**src/rtl/link_pkg.sv**
```systemverilog
// Shared types and field helpers for the inter-board pin link.
// Used by the receiver and its synchroniser front end.
package link_pkg;

  typedef enum logic [1:0] {
    IDLE,
    SETTLE,
    SAMPLE,
    CHECK
  } link_state_t;

  localparam int DEF_SETTLE_CYC  = 49999;
  localparam int DEF_TIMEOUT_CYC = 10_000_000;

  function automatic int idx_width(input int num_words);
    return (num_words > 1) ? $clog2(num_words) : 1;
  endfunction

  function automatic int pay_width(
    input int pin_w,
    input int num_words,
    input int parity_en
  );
    return pin_w - 1 - idx_width(num_words) - parity_en;
  endfunction

  // Slot 0 sits in the most significant bits of a frame.
  function automatic int frame_lsb(
    input int slot,
    input int num_words,
    input int pay_w
  );
    return (num_words - 1 - slot) * pay_w;
  endfunction

endpackage

```
**src/rtl/link_sync_edge.sv**
```systemverilog
// Two-flop synchroniser for a pin bus with strobe on bit 0.
// Emits the synchronised data bits and a strobe rising-edge pulse.
module link_sync_edge #(
  parameter int W = 8
) (
  input  logic         clk,
  input  logic         rst_n,
  input  logic [W-1:0] pins,
  output logic [W-1:1] data,
  output logic         rise
);

  logic [W-1:0] s1;
  logic [W-1:0] s2;
  logic         strobe_d;

  // Metastability guard plus one-cycle strobe history.
  always_ff @(posedge clk or negedge rst_n) begin
    if (!rst_n) begin
      s1       <= '0;
      s2       <= '0;
      strobe_d <= 1'b0;
    end else begin
      s1       <= pins;
      s2       <= s1;
      strobe_d <= s2[0];
    end
  end

  assign data = s2[W-1:1];
  assign rise = s2[0] & ~strobe_d;

endmodule

```
**src/rtl/board_link_rx.sv**
```systemverilog
// Receiver for the strobed inter-board pin link.
// Reassembles tagged words into frames and tracks link liveness.
module board_link_rx
  import link_pkg::*;
#(
  parameter int PIN_W       = 8,
  parameter int NUM_WORDS   = 2,
  parameter int PARITY_EN   = 0,
  parameter int SETTLE_CYC  = DEF_SETTLE_CYC,
  parameter int TIMEOUT_CYC = DEF_TIMEOUT_CYC,
  localparam int IDX_W = idx_width(NUM_WORDS),
  localparam int PAY_W = pay_width(PIN_W, NUM_WORDS, PARITY_EN)
) (
  input  logic                       clk,
  input  logic                       rst_n,
  input  logic [PIN_W-1:0]           link_pins,
  output logic [NUM_WORDS*PAY_W-1:0] frame_data,
  output logic                       frame_valid,
  output logic                       link_up,
  output logic                       parity_err,
  output logic                       seq_err,
  output logic [7:0]                 err_count
);

  localparam int FRAME_W = NUM_WORDS * PAY_W;
  localparam int CNT_W   = $clog2(SETTLE_CYC + 1);
  localparam int TC_W    = $clog2(TIMEOUT_CYC + 1);
  localparam logic [CNT_W-1:0] CNT_LAST = CNT_W'(SETTLE_CYC - 1);
  localparam logic [TC_W-1:0]  TC_LAST  = TC_W'(TIMEOUT_CYC - 1);
  localparam logic [TC_W-1:0]  TC_MAX   = TC_W'(TIMEOUT_CYC);
  localparam logic [IDX_W-1:0] IDX_LAST = IDX_W'(NUM_WORDS - 1);

  link_state_t        state;
  logic [CNT_W-1:0]   cnt;
  logic [TC_W-1:0]    tcnt;
  logic [PIN_W-2:0]   pins_s;
  logic               rise;
  logic [PIN_W-2:0]   word_q;
  logic [IDX_W-1:0]   expected;
  logic [PAY_W-1:0]   shadow [NUM_WORDS];
  logic [FRAME_W-1:0] commit;

  logic [IDX_W-1:0]   w_idx;
  logic [PAY_W-1:0]   w_pay;
  logic               par_bad;
  logic               in_order;
  logic               restart;
  logic               is_last;
  logic               err_evt;
  logic               timeout_hit;

  link_sync_edge #(
    .W(PIN_W)
  ) u_sync (
    .clk  (clk),
    .rst_n(rst_n),
    .pins (link_pins),
    .data (pins_s),
    .rise (rise)
  );

  assign w_idx    = word_q[PIN_W-2 -: IDX_W];
  assign w_pay    = word_q[PAY_W-1:0];
  assign par_bad  = (PARITY_EN != 0) && (^word_q);
  assign in_order = !par_bad && (w_idx == expected);
  assign restart  = !par_bad && !in_order && (w_idx == '0);
  assign is_last  = (w_idx == IDX_LAST);
  assign err_evt  = (state == CHECK) && !in_order;
  assign timeout_hit = !rise && (tcnt == TC_LAST);

  // Frame image as it would look with the current word as the last slot.
  always_comb begin
    commit = '0;
    for (int i = 0; i < NUM_WORDS; i++) begin
      commit[frame_lsb(i, NUM_WORDS, PAY_W) +: PAY_W] = shadow[i];
    end
    commit[PAY_W-1:0] = w_pay;
  end

  // Cycles since the last strobe edge, held once the limit is reached.
  always_ff @(posedge clk or negedge rst_n) begin
    if (!rst_n) begin
      tcnt <= '0;
    end else if (rise) begin
      tcnt <= '0;
    end else if (tcnt != TC_MAX) begin
      tcnt <= tcnt + TC_W'(1);
    end
  end

  // Word receive FSM with frame assembly, error flags and link status.
  always_ff @(posedge clk or negedge rst_n) begin
    if (!rst_n) begin
      state       <= IDLE;
      cnt         <= '0;
      word_q      <= '0;
      expected    <= '0;
      frame_data  <= '0;
      frame_valid <= 1'b0;
      link_up     <= 1'b0;
      parity_err  <= 1'b0;
      seq_err     <= 1'b0;
      err_count   <= '0;
      for (int i = 0; i < NUM_WORDS; i++) begin
        shadow[i] <= '0;
      end
    end else begin
      frame_valid <= 1'b0;
      parity_err  <= 1'b0;
      seq_err     <= 1'b0;
      if (err_evt && (err_count != 8'hFF)) begin
        err_count <= err_count + 8'd1;
      end
      unique case (state)
        IDLE: begin
          if (rise) begin
            state <= SETTLE;
            cnt   <= '0;
          end
        end
        SETTLE: begin
          if (cnt == CNT_LAST) begin
            state <= SAMPLE;
          end else begin
            cnt <= cnt + CNT_W'(1);
          end
        end
        SAMPLE: begin
          word_q <= pins_s;
          state  <= CHECK;
        end
        CHECK: begin
          state <= IDLE;
          unique case (1'b1)
            par_bad: begin
              parity_err <= 1'b1;
              expected   <= '0;
            end
            in_order: begin
              shadow[w_idx] <= w_pay;
              if (is_last) begin
                frame_data  <= commit;
                frame_valid <= 1'b1;
                link_up     <= 1'b1;
                expected    <= '0;
              end else begin
                expected <= expected + IDX_W'(1);
              end
            end
            restart: begin
              seq_err   <= 1'b1;
              shadow[0] <= w_pay;
              expected  <= IDX_W'(1);
            end
            default: begin
              seq_err  <= 1'b1;
              expected <= '0;
            end
          endcase
        end
        default: state <= IDLE;
      endcase
      if (timeout_hit) begin
        link_up     <= 1'b0;
        frame_data  <= '0;
        frame_valid <= 1'b0;
        expected    <= '0;
      end
    end
  end

endmodule
```
**config.mk**
```make
export PLATFORM = sky130hd
export DESIGN_NAME = board_link_rx
export DESIGN_NICKNAME = d
export VERILOG_FILES = /design/src/rtl/link_pkg.sv /design/src/rtl/link_sync_edge.sv /design/src/rtl/board_link_rx.sv
export SDC_FILE = /design/constraint.sdc
export NUM_CORES = 1
export LEC_CHECK = 0
export BUFFER_PORTS_ARGS = -buffer_cell sky130_fd_sc_hd__buf_2
export CORE_MARGIN = 2
export CORE_UTILIZATION = 25
export CTS_BUF_LIST = sky130_fd_sc_hd__clkbuf_4 sky130_fd_sc_hd__clkbuf_8
export DETAILED_ROUTE_END_ITERATION = 8
export PLACE_DENSITY = 0.41
export SYNTH_ARGS = -nofsm -noshare
export SYNTH_HDL_FRONTEND = slang
export SYNTH_SLANG_ARGS = --single-unit
```
**constraint.sdc**
```tcl
create_clock -name clk -period 5.53 [get_ports clk]
set_input_delay 0.2765 -clock clk [delete_from_list [all_inputs] [get_ports clk]]
set_output_delay 0.2765 -clock clk [all_outputs]
set_load 0.005 [all_outputs]
```
==> impl_metrics.json, run 1 <==
{
  "outcome": "completed",
  "antenna_found_initial": 0,
  "max_freq_mhz": 424.0,
  "final.fill_count": 1847,
  "ant_nets": 0,
  "drive_gt1_frac": 0.2022,
  "cts.path.max_buffers": 2,
  "synth_area_leaders": "dfrtp_1, ha_1, mux2i_1",
  "drcViolationCount": 0,
  "fin_crit_ps": 2358,
  "dp.cells": 659,
  "multi_input_area_sq_um": 1968,
  "firstDrtPassIters": 4,
  "grt_pass1_vias": 3188,
  "nNetsFinal": 474,
  "wl_met2_mm": 4.315,
  "antenna_cells": 0,
  "hold_violations": 0,
  "wl_met3_microns": 277,
  "final.setup.tns_ps": 0,
  "ys_ff_latch": 96,
  "tritoncts": "built",
  "synthesis.area_sq_um": 4531,
  "cts_num_sinks": 96,
  "start_util": 0.2531,
  "async_flop_share": 1.000,
  "synth_edf_count": 0,
  "seq_area_frac_synth": 0.5302,
  "cts_htree_levels": 3,
  "grt_pass1_wl_mm": 16.21,
  "synth_area_leader_cell": "dfrtp_1",
  "synth_cell_types": 55,
  "power.density_nw_per_um2": 384.3,
  "fin_worst_skew_ps": 11.03,
  "clk_latency_ps": 380,
  "arrival_ps": 2630,
  "rsz0062_at_grt": "false",
  "netlist.area_leader.share": 0.5302,
  "critPathMaxFanout": 13,
  "place_hpwl_mm": 6.165,
  "crit_path_end_kind": "register",
  "setup_violations": 0,
  "tightestPinTransition_ps": 943.9,
  "top_layer": "met4",
  "path_class": "register to register",
  "port_buffers": 32,
  "cts_hold_buf": 9,
  "cts_root_buffer": "clkbuf_8",
  "vias": 3192,
  "core_sq_um": 17900,
  "cts-resized-gates": 0,
  "holdWs_ps": 331.9,
  "num_io_pins": 34,
  "synth_fp_nets": 435,
  "grt_start_max_net_pins": 74,
  "drv_cap": 0,
  "period_share": 0.4265,
  "slew_headroom": 0.3707,
  "cts_setup_buffers": 0,
  "hp-class": "input pin to asynchronous set/reset pin",
  "chipWidth_microns": 138.6,
  "yosys_warnings": 0,
  "instances_no_fill": 684,
  "gp_congestion": 0.7484,
  "wl_met1_mm": 4.370,
  "seq_area_sq_um": 2402,
  "die_h_microns": 138.6,
  "wl_per_cell_microns": 13.39,
  "grt-ovfl-total": 0,
  "die_area_sq_um": 19220,
  "numCtsBuffers": 9,
  "yosysMostFrequentCell": "dfrtp_1",
  "leakage_nw": 2.349,
  "syn_avg_cell_area_sq_um": 11.02,
  "syn_inst": 411,
  "maxSlewViolCount": 0,
  "clkTransAtPathRegs_ps": 100,
  "vias_per_cell": 4.667,
  "grt.total_usage": 0.1020,
  "ys.flop_type": "dfrtp_1",
  "peakVddDrop_uv": 130.5,
  "cp-start-kind": "register",
  "area_growth_pct": 15.05,
  "rows": 49,
  "synth_top_cells_by_count": "dfrtp_1, nor2_1, nand2_1",
  "wl_mm": 9.158,
  "required_ps": 5800,
  "drtIter0Drc": 130
}
layout make-up:
| cell class | instances | share of cell area |
|---|---|---|
| Timing Repair Buffer | 45 | 0.05425 |
| Multi-Input combinational cell | 279 | 0.3776 |
| Clock inverter | 7 | 0.01488 |
| Tap cell | 229 | 0.05497 |
| Sequential cell | 96 | 0.4609 |
| Clock buffer | 9 | 0.02376 |
| Inverter | 19 | 0.01368 |
cells in the final DEF, fill, tap and decap left out, types with 5 or more instances in the layout:
| cell | n |
|---|---|
| dlygate4sd3_1 | 9 |
| nand3_1 | 13 |
| mux2_2 | 11 |
| nor2_2 | 10 |
| nor2_1 | 25 |
| nand4_1 | 13 |
| mux2i_1 | 15 |
| dfrtp_1 | 96 |
| buf_4 | 5 |
| nand2b_1 | 5 |
| and3_1 | 6 |
| a31o_2 | 11 |
| or4_1 | 5 |
| or3_1 | 9 |
| xnor2_1 | 6 |
| a21oi_1 | 21 |
| inv_1 | 18 |
| ha_1 | 14 |
| clkbuf_8 | 9 |
| nor3_1 | 8 |
| nand2_1 | 23 |
| xor2_1 | 12 |
| nor2b_1 | 9 |
| buf_2 | 31 |
| and4_1 | 7 |
| o21ai_0 | 12 |
logic make-up (layout without fill, tap and decap cells):
kind of cell | after synthesis | count (layout) | share of synthesized area
flops | 96 | 96 | 0.5302
buf+inv | 36 | 80 | 0.03590
other cells | 1 | 1 | 0.0008277
mux | 26 | 26 | 0.06048
xor+xnor | 18 | 18 | 0.03480
simple gates | 149 | 149 | 0.1919
compound gates | 71 | 71 | 0.1072
fa+ha+maj | 14 | 14 | 0.03866
stage by stage:
step	worst slack (ps)	util	cell area (sq um)	power, mW
3_5_place_dp	3148	0.2749	4921	1.545
3_3_place_gp	3259	0.2749	4921	1.528
4_1_cts	3127	0.2912	5213	2.049
6_report	3172	0.2912	5213	2.003
5_1_grt	2926	0.2912	5213	2.166
2_1_floorplan	3519	-	4531	1.357
flip-flops by register name (all words and copies together), names as in the netlist:
signal           flops
cnt                 16
commit               6
err_count            8
expected             1
frame_data          12
frame_valid          1
link_up              1
seq_err              1
state                2
tcnt                24
u_sync.s1            8
u_sync.s2            8
u_sync.strobe_d      1
word_q               7
worst max-delay path, stage by stage (launching register included):
cell and delay [ps]:
dfrtp_1 410, clkinv_1 290, ha_1 430, nand3b_1 670
mux2i_1 400, nor2_2 40
worst paths after layout:
kind	start	to	slack, ps	cells past startpoint
worst max register to register	word_q[6]$_DFFE_PN0P_	frame_data[5]$_DFFE_PN0P_	3170	5
max in group asynchronous	rst_n	cnt[10]$_DFFE_PN0P_	3950	3
worst min register to register	u_sync.s1[6]$_DFF_PN0_	u_sync.s2[6]$_DFF_PN0_	360	0
worst min-delay path	rst_n	tcnt[4]$_DFFE_PN0P_	330	2
min in group clk	u_sync.s1[6]$_DFF_PN0_	u_sync.s2[6]$_DFF_PN0_	360	0
worst max-delay path	word_q[6]$_DFFE_PN0P_	frame_data[5]$_DFFE_PN0P_	3170	5
report_power, final:
group / leakage, nW / internal [mW] / switching (mW)
Sequential: 1.24 / 0.847 / 0.126
Clock: 0.100 / 0.213 / 0.267
Combinational: 1.01 / 0.267 / 0.284
Total: 2.35 / 1.33 / 0.677
routing by layer:
layer | up-vias | track usage
met1 | 1585 | 0.1325
met2 | 45 | 0.1662
met5 | - | 0
li1 | 1550 | -
met3 | 12 | 0.01692
met4 | 0 | 0.04944
No activity file was read; power rests on OpenSTA's default activity.
==> run 2, diff against run 1 <==
--- a/config.mk
+++ b/config.mk
@@ -5,12 +5,13 @@
 export SDC_FILE = /design/constraint.sdc
 export NUM_CORES = 1
 export LEC_CHECK = 0
+export ABC_AREA = 1
 export BUFFER_PORTS_ARGS = -buffer_cell sky130_fd_sc_hd__buf_2
 export CORE_MARGIN = 2
 export CORE_UTILIZATION = 25
 export CTS_BUF_LIST = sky130_fd_sc_hd__clkbuf_4 sky130_fd_sc_hd__clkbuf_8
 export DETAILED_ROUTE_END_ITERATION = 8
-export PLACE_DENSITY = 0.41
+export PLACE_DENSITY = 0.42
 export SYNTH_ARGS = -nofsm -noshare
 export SYNTH_HDL_FRONTEND = slang
 export SYNTH_SLANG_ARGS = --single-unit
==> constraint.sdc (replaced) <==
create_clock -name clk -period 1.96 [get_ports clk]
set_input_delay 0.098 -clock clk [delete_from_list [all_inputs] [get_ports clk]]
set_output_delay 0.098 -clock clk [all_outputs]
set_load 0.005 [all_outputs]
==> impl_metrics.json, run 2 <==
{
  "grt_pass1_vias": 3719,
  "nNetsFinal": 648,
  "reg.largest.list": "tcnt (24), cnt (16), frame_data (12)",
  "tightestPinTransition_ps": 530.8,
  "ys_ff_latch": 96,
  "cts_htree_levels": 3,
  "rsz0062_at_grt": "false",
  "holdWs_ps": 161.5,
  "syn_avg_cell_area_sq_um": 8.345,
  "period_share": 0.8783,
  "drv_cap": 0,
  "netlist.area_leader.share": 0.4955,
  "arrival_ps": 1990,
  "hp-class": "input pin to asynchronous set/reset pin",
  "cts.path.max_buffers": 2,
  "num_io_pins": 34,
  "hold_violations": 0,
  "synth_top_cells_by_count": "nand2_1, dfrtp_1, nand3_1",
  "seq_area_sq_um": 2402,
  "synthesis.area_sq_um": 4848,
  "cts-resized-gates": 0,
  "cpMostUsedCell": "nand2_2",
  "cts_root_buffer": "clkbuf_8",
  "core_sq_um": 18890,
  "r2r_end": "frame_data[3]$_DFFE_PN0P_",
  "tritoncts": "built",
  "cp_num_buf_inv": 0,
  "async_flop_share": 1.000,
  "fin_worst_skew_ps": 9.368,
  "largest_register_ffs": 24,
  "max_stage_delay_ps": 390,
  "grt_pass1_wl_mm": 18.14,
  "synth_edf_count": 0,
  "synth_area_leaders": "dfrtp_1, nand2_1, nand3_1",
  "ys.flop_type": "dfrtp_1",
  "cts_num_sinks": 96,
  "ant_nets": 0,
  "vias": 3773,
  "gp_congestion": 0.7843,
  "regMostFlops": "tcnt",
  "setup.worst_path.start": "tcnt[0]$_DFFE_PN0P_",
  "start_util": 0.2566,
  "rows": 50,
  "grt.total_usage": 0.1110,
  "critPathMaxFanout": 26,
  "chipWidth_microns": 143.3,
  "maxSlewViolCount": 0,
  "clkTransAtPathRegs_ps": 100,
  "cp-start-kind": "register",
  "layout_common_cells": "nand2_1, dfrtp_1, nand3_1, nor2_1, inv_1",
  "syn_inst": 581,
  "final.fill_count": 2046,
  "place_hpwl_mm": 7.564,
  "final_common_cell": "nand2_1",
  "wl_mm": 10.45,
  "critPathTopFamily": "simple AND/OR/NAND/NOR gates",
  "regToRegStartpoint": "tcnt[0]$_DFFE_PN0P_",
  "outcome": "completed",
  "required_ps": 2230,
  "grt_start_max_net_pins": 33,
  "antenna_cells": 0,
  "crit_chain": "ha_1 -> nand2_2 -> nor2_8 -> nand3_2 -> nor2_2 -> nand2_2 -> nand3_1 -> nand2_1",
  "yosys_warnings": 0,
  "port_buffers": 32,
  "r2r_setup_slack_ps": 240,
  "wl_per_cell_microns": 11.75,
  "power.density_nw_per_um2": 975.0,
  "synth_cell_types": 37,
  "multi_input_area_sq_um": 2093,
  "p_total_mw": 5.438,
  "seq_area_frac_synth": 0.4955,
  "final.setup.tns_ps": 0,
  "die_h_microns": 143.3,
  "numCtsBuffers": 9,
  "slew_headroom": 0.6448,
  "clk_latency_ps": 370,
  "synth_area_leader_cell": "dfrtp_1",
  "drcViolationCount": 0,
  "synth_fp_nets": 605,
  "setup_violations": 0,
  "yosysMostFrequentCell": "nand2_1",
  "die_area_sq_um": 20520,
  "fin_crit_ps": 1721,
  "max_freq_mhz": 580.9,
  "peakVddDrop_uv": 392.6,
  "firstDrtPassIters": 4,
  "drive_gt1_frac": 0.1494,
  "area_growth_pct": 15.05,
  "rr_worst_depth": 8,
  "leakage_nw": 2.610,
  "antenna_found_initial": 0,
  "cp_slowest_cell": "dfrtp_1",
  "path_class": "register to register",
  "grt-ovfl-total": 0,
  "vias_per_cell": 4.244,
  "crit_path_end_kind": "register",
  "cp.depth": 8,
  "drtIter0Drc": 192
}
-- run 2: cell types whose count changed in the layout (fill, tap and decap cells not counted), moves of 11 or more --
| cell | before | now |
|---|---|---|
| a31o_2 | 11 | 0 |
| inv_1 | 18 | 56 |
| mux2i_1 | 15 | 0 |
| nand2_1 | 23 | 132 |
| nand3_1 | 13 | 71 |
| nor2_1 | 25 | 67 |
| o21ai_0 | 12 | 29 |
-- run 2: what timing repair did --
action	in CTS	in global routing
hold buffers	9	0
setup buffers	0	0
endpoints found under the hold margin	78	0
-- run 2: how the worst max path moves through the flow --
stage	endpoint	slack, ps
2_1_floorplan	frame_data[10]$_DFFE_PN0P_	360
3_3_place_gp	frame_data[2]$_DFFE_PN0P_	280
3_5_place_dp	frame_data[3]$_DFFE_PN0P_	230
4_1_cts	frame_data[3]$_DFFE_PN0P_	210
5_1_grt	err_count[5]$_DFFE_PN0P_	40
6_report	frame_data[3]$_DFFE_PN0P_	240
-- run 2: report_power, final --
part | switching, mW | leakage (nW) | internal (mW)
clock | 0.762 | 0.0963 | 0.516
sequential | 0.293 | 1.25 | 2.34
combinational | 0.903 | 1.26 | 0.629
total | 1.96 | 2.61 | 3.48
-- run 2: layout make-up --
class,count,share of cell area
clock buffer,10,0.02467
tap,260,0.05832
timing repair buffer,49,0.06057
clock inverter,6,0.009421
inverter,61,0.04105
sequential,96,0.4307
multi-input combinational,407,0.3753
-- run 2: metrics by stage --
stage	utilization	worst slack, ps	instance area [sq um]	cells
6_report	0.2952	238.6	5578	889
5_1_grt	0.2952	43.94	5578	889
4_1_cts	0.2952	210.1	5578	889
3_5_place_dp	0.2804	228.6	5298	864
3_3_place_gp	0.2804	279.0	5298	864
2_1_floorplan	-	361.2	4848	581
-- run 2: logic make-up (layout without fill, tap and decap cells) --
family,Yosys count,count (layout),synth area share
other cells,1,1,0.0007735
simple gates,316,316,0.2994
xor+xnor,6,6,0.01084
mux,6,6,0.01393
buf+inv,78,126,0.07277
flops,96,96,0.4955
fa+ha+maj,14,14,0.03613
compound gates,64,64,0.07071
-- run 2: routing by layer --
metal | vias to the layer above | wire [microns] | GRT usage
met5 | - | 0 | 0
met4 | 0 | 120 | 0.03148
met3 | 7 | 303 | 0.02985
met2 | 39 | 4903 | 0.1831
met1 | 1773 | 5119 | 0.1434
li1 | 1954 | - | -
==> run 3, diff against run 2 <==
==> constraint.sdc (replaced) <==
create_clock -name clk -period 1.4 [get_ports clk]
set_input_delay 0.07 -clock clk [delete_from_list [all_inputs] [get_ports clk]]
set_output_delay 0.07 -clock clk [all_outputs]
set_load 0.005 [all_outputs]
==> impl_metrics.json, run 3 (synthesis gave the netlist of run 2 again) <==
{
  "outcome": "finished with violations",
  "violations": "negative setup slack",
  "grt-ovfl-total": 0,
  "vias": 4140,
  "grt.total_usage": 0.1165,
  "regMostFlops": "tcnt",
  "maxSlewViolCount": 0,
  "core_sq_um": 18890,
  "clkTransAtPathRegs_ps": 100,
  "cts_num_sinks": 96,
  "gp_congestion": 0.7908,
  "start_util": 0.2566,
  "reg.largest.list": "tcnt (24), cnt (16), frame_data (12)",
  "drv_cap": 0,
  "die_area_sq_um": 20520,
  "ant_nets": 0,
  "area_growth_pct": 39.35,
  "cts_root_buffer": "clkbuf_8",
  "nNetsFinal": 725,
  "largest_register_ffs": 24,
  "final.setup.tns_ps": -1992,
  "holdWs_ps": 213.8,
  "crit_path_end_kind": "register",
  "chipWidth_microns": 143.3,
  "layout_common_cells": "nand2_1, dfrtp_1, buf_4, nand3_1, nor2_1",
  "firstDrtPassIters": 4,
  "utilization": 0.3576,
  "place_hpwl_mm": 8.036,
  "fin_crit_ps": 1494,
  "grt_pass1_vias": 4054,
  "drcViolationCount": 0,
  "required_ps": 1670,
  "numCtsBuffers": 9,
  "post-route-worst-setup-slack_ps": -94.02,
  "antenna_found_initial": 0,
  "fin_worst_skew_ps": 8.425,
  "clk_latency_ps": 380,
  "leakage_nw": 3.162,
  "period_share": 1.067,
  "die_h_microns": 143.3,
  "instances_no_fill": 965,
  "final_common_cell": "nand2_1",
  "max_freq_mhz": 669.3,
  "num_io_pins": 34,
  "drive_gt1_frac": 0.3702,
  "cp-start-kind": "register",
  "grt_pass1_wl_mm": 19.13,
  "arrival_ps": 1770,
  "cts_htree_levels": 3,
  "power.density_nw_per_um2": 1370,
  "path_class": "register to register",
  "wl_per_cell_microns": 12.19,
  "hold_violations": 0,
  "setup_violations": 37,
  "critPathMaxFanout": 4,
  "place_area_sq_um": 5814,
  "drtIter0Drc": 186,
  "tritoncts": "built",
  "port_buffers": 32,
  "cts.path.max_buffers": 2,
  "peakVddDrop_uv": 487.8,
  "antenna_cells": 0,
  "hp-class": "input pin to asynchronous set/reset pin",
  "rsz0062_at_grt": "true",
  "dp.cells": 919,
  "vias_per_cell": 4.290,
  "rows": 50,
  "wl_mm": 11.77,
  "grt_start_max_net_pins": 58,
  "fin_area_sq_um": 6756
}
-- run 3: worst paths after layout --
check                                             from                      to  slack (ps)  cells past startpoint
worst max-delay path               tcnt[1]$_DFFE_PN0P_    tcnt[20]$_DFFE_PN0P_         -90                      9
worst min-delay path                             rst_n     tcnt[8]$_DFFE_PN0P_         210                      3
worst max register to register     tcnt[1]$_DFFE_PN0P_    tcnt[20]$_DFFE_PN0P_         -90                      9
worst min register to register  u_sync.s1[0]$_DFF_PN0_  u_sync.s2[0]$_DFF_PN0_         360                      0
max in group asynchronous                        rst_n    state[1]$_DFFE_PN0P_         880                      3
min in group clk                          link_pins[4]  u_sync.s1[4]$_DFF_PN0_         320                      2
-- run 3: layout make-up --
class,instances,area [sq um]
Timing Repair inverter,1,5.005
Clock buffer,11,151.4
Fill cell,1943,12140
Clock inverter,4,28.78
Inverter,61,244.0
Sequential cell,96,2409
Timing Repair Buffer,125,1094
Multi-Input combinational cell,407,2500
Tap cell,260,325.3
-- run 3: worst max-delay path: stages (launching register included) --
cell	delay [ps]
dfrtp_1	440
ha_4	180
nand2_4	70
nor2_8	100
buf_12	120
nand3_4	90
nor2_4	160
nand2_1	70
o21ai_1	120
nor2_1	50
-- run 3: metrics by stage --
step                      worst slack (ps)  total power, mW
after global placement              -58.18            6.471
after global routing                -179.6            9.935
final                               -94.02            9.260
after detailed placement            -98.89            6.559
after floorplan                     0.2549            5.314
after CTS                           -69.80            8.475
-- run 3: what timing repair did --
action / CTS / global route
cloned: 0 / 6
setup buffers: 3 / 14
hold endpoints to repair: 104 / 0
hold buffers: 9 / 0
pin swaps: 8 / 21
setup endpoints to repair: 45 / 66
resized for setup: 22 / 111
-- run 3: report_power, final --
part,switching [mW],internal (mW),total (mW)
logic,1.87,1.95,3.82
clock network,1.02,0.737,1.75
registers,0.403,3.28,3.68
total,3.29,5.97,9.26
-- run 3: metal layers --
layer | up-vias | global-route usage | share of wire
met5 | - | 0 | 0
met4 | 0 | 0.03715 | 0.016
met3 | 14 | 0.03018 | 0.022
met2 | 37 | 0.1901 | 0.48
met1 | 1976 | 0.1511 | 0.49
li1 | 2113 | - | -
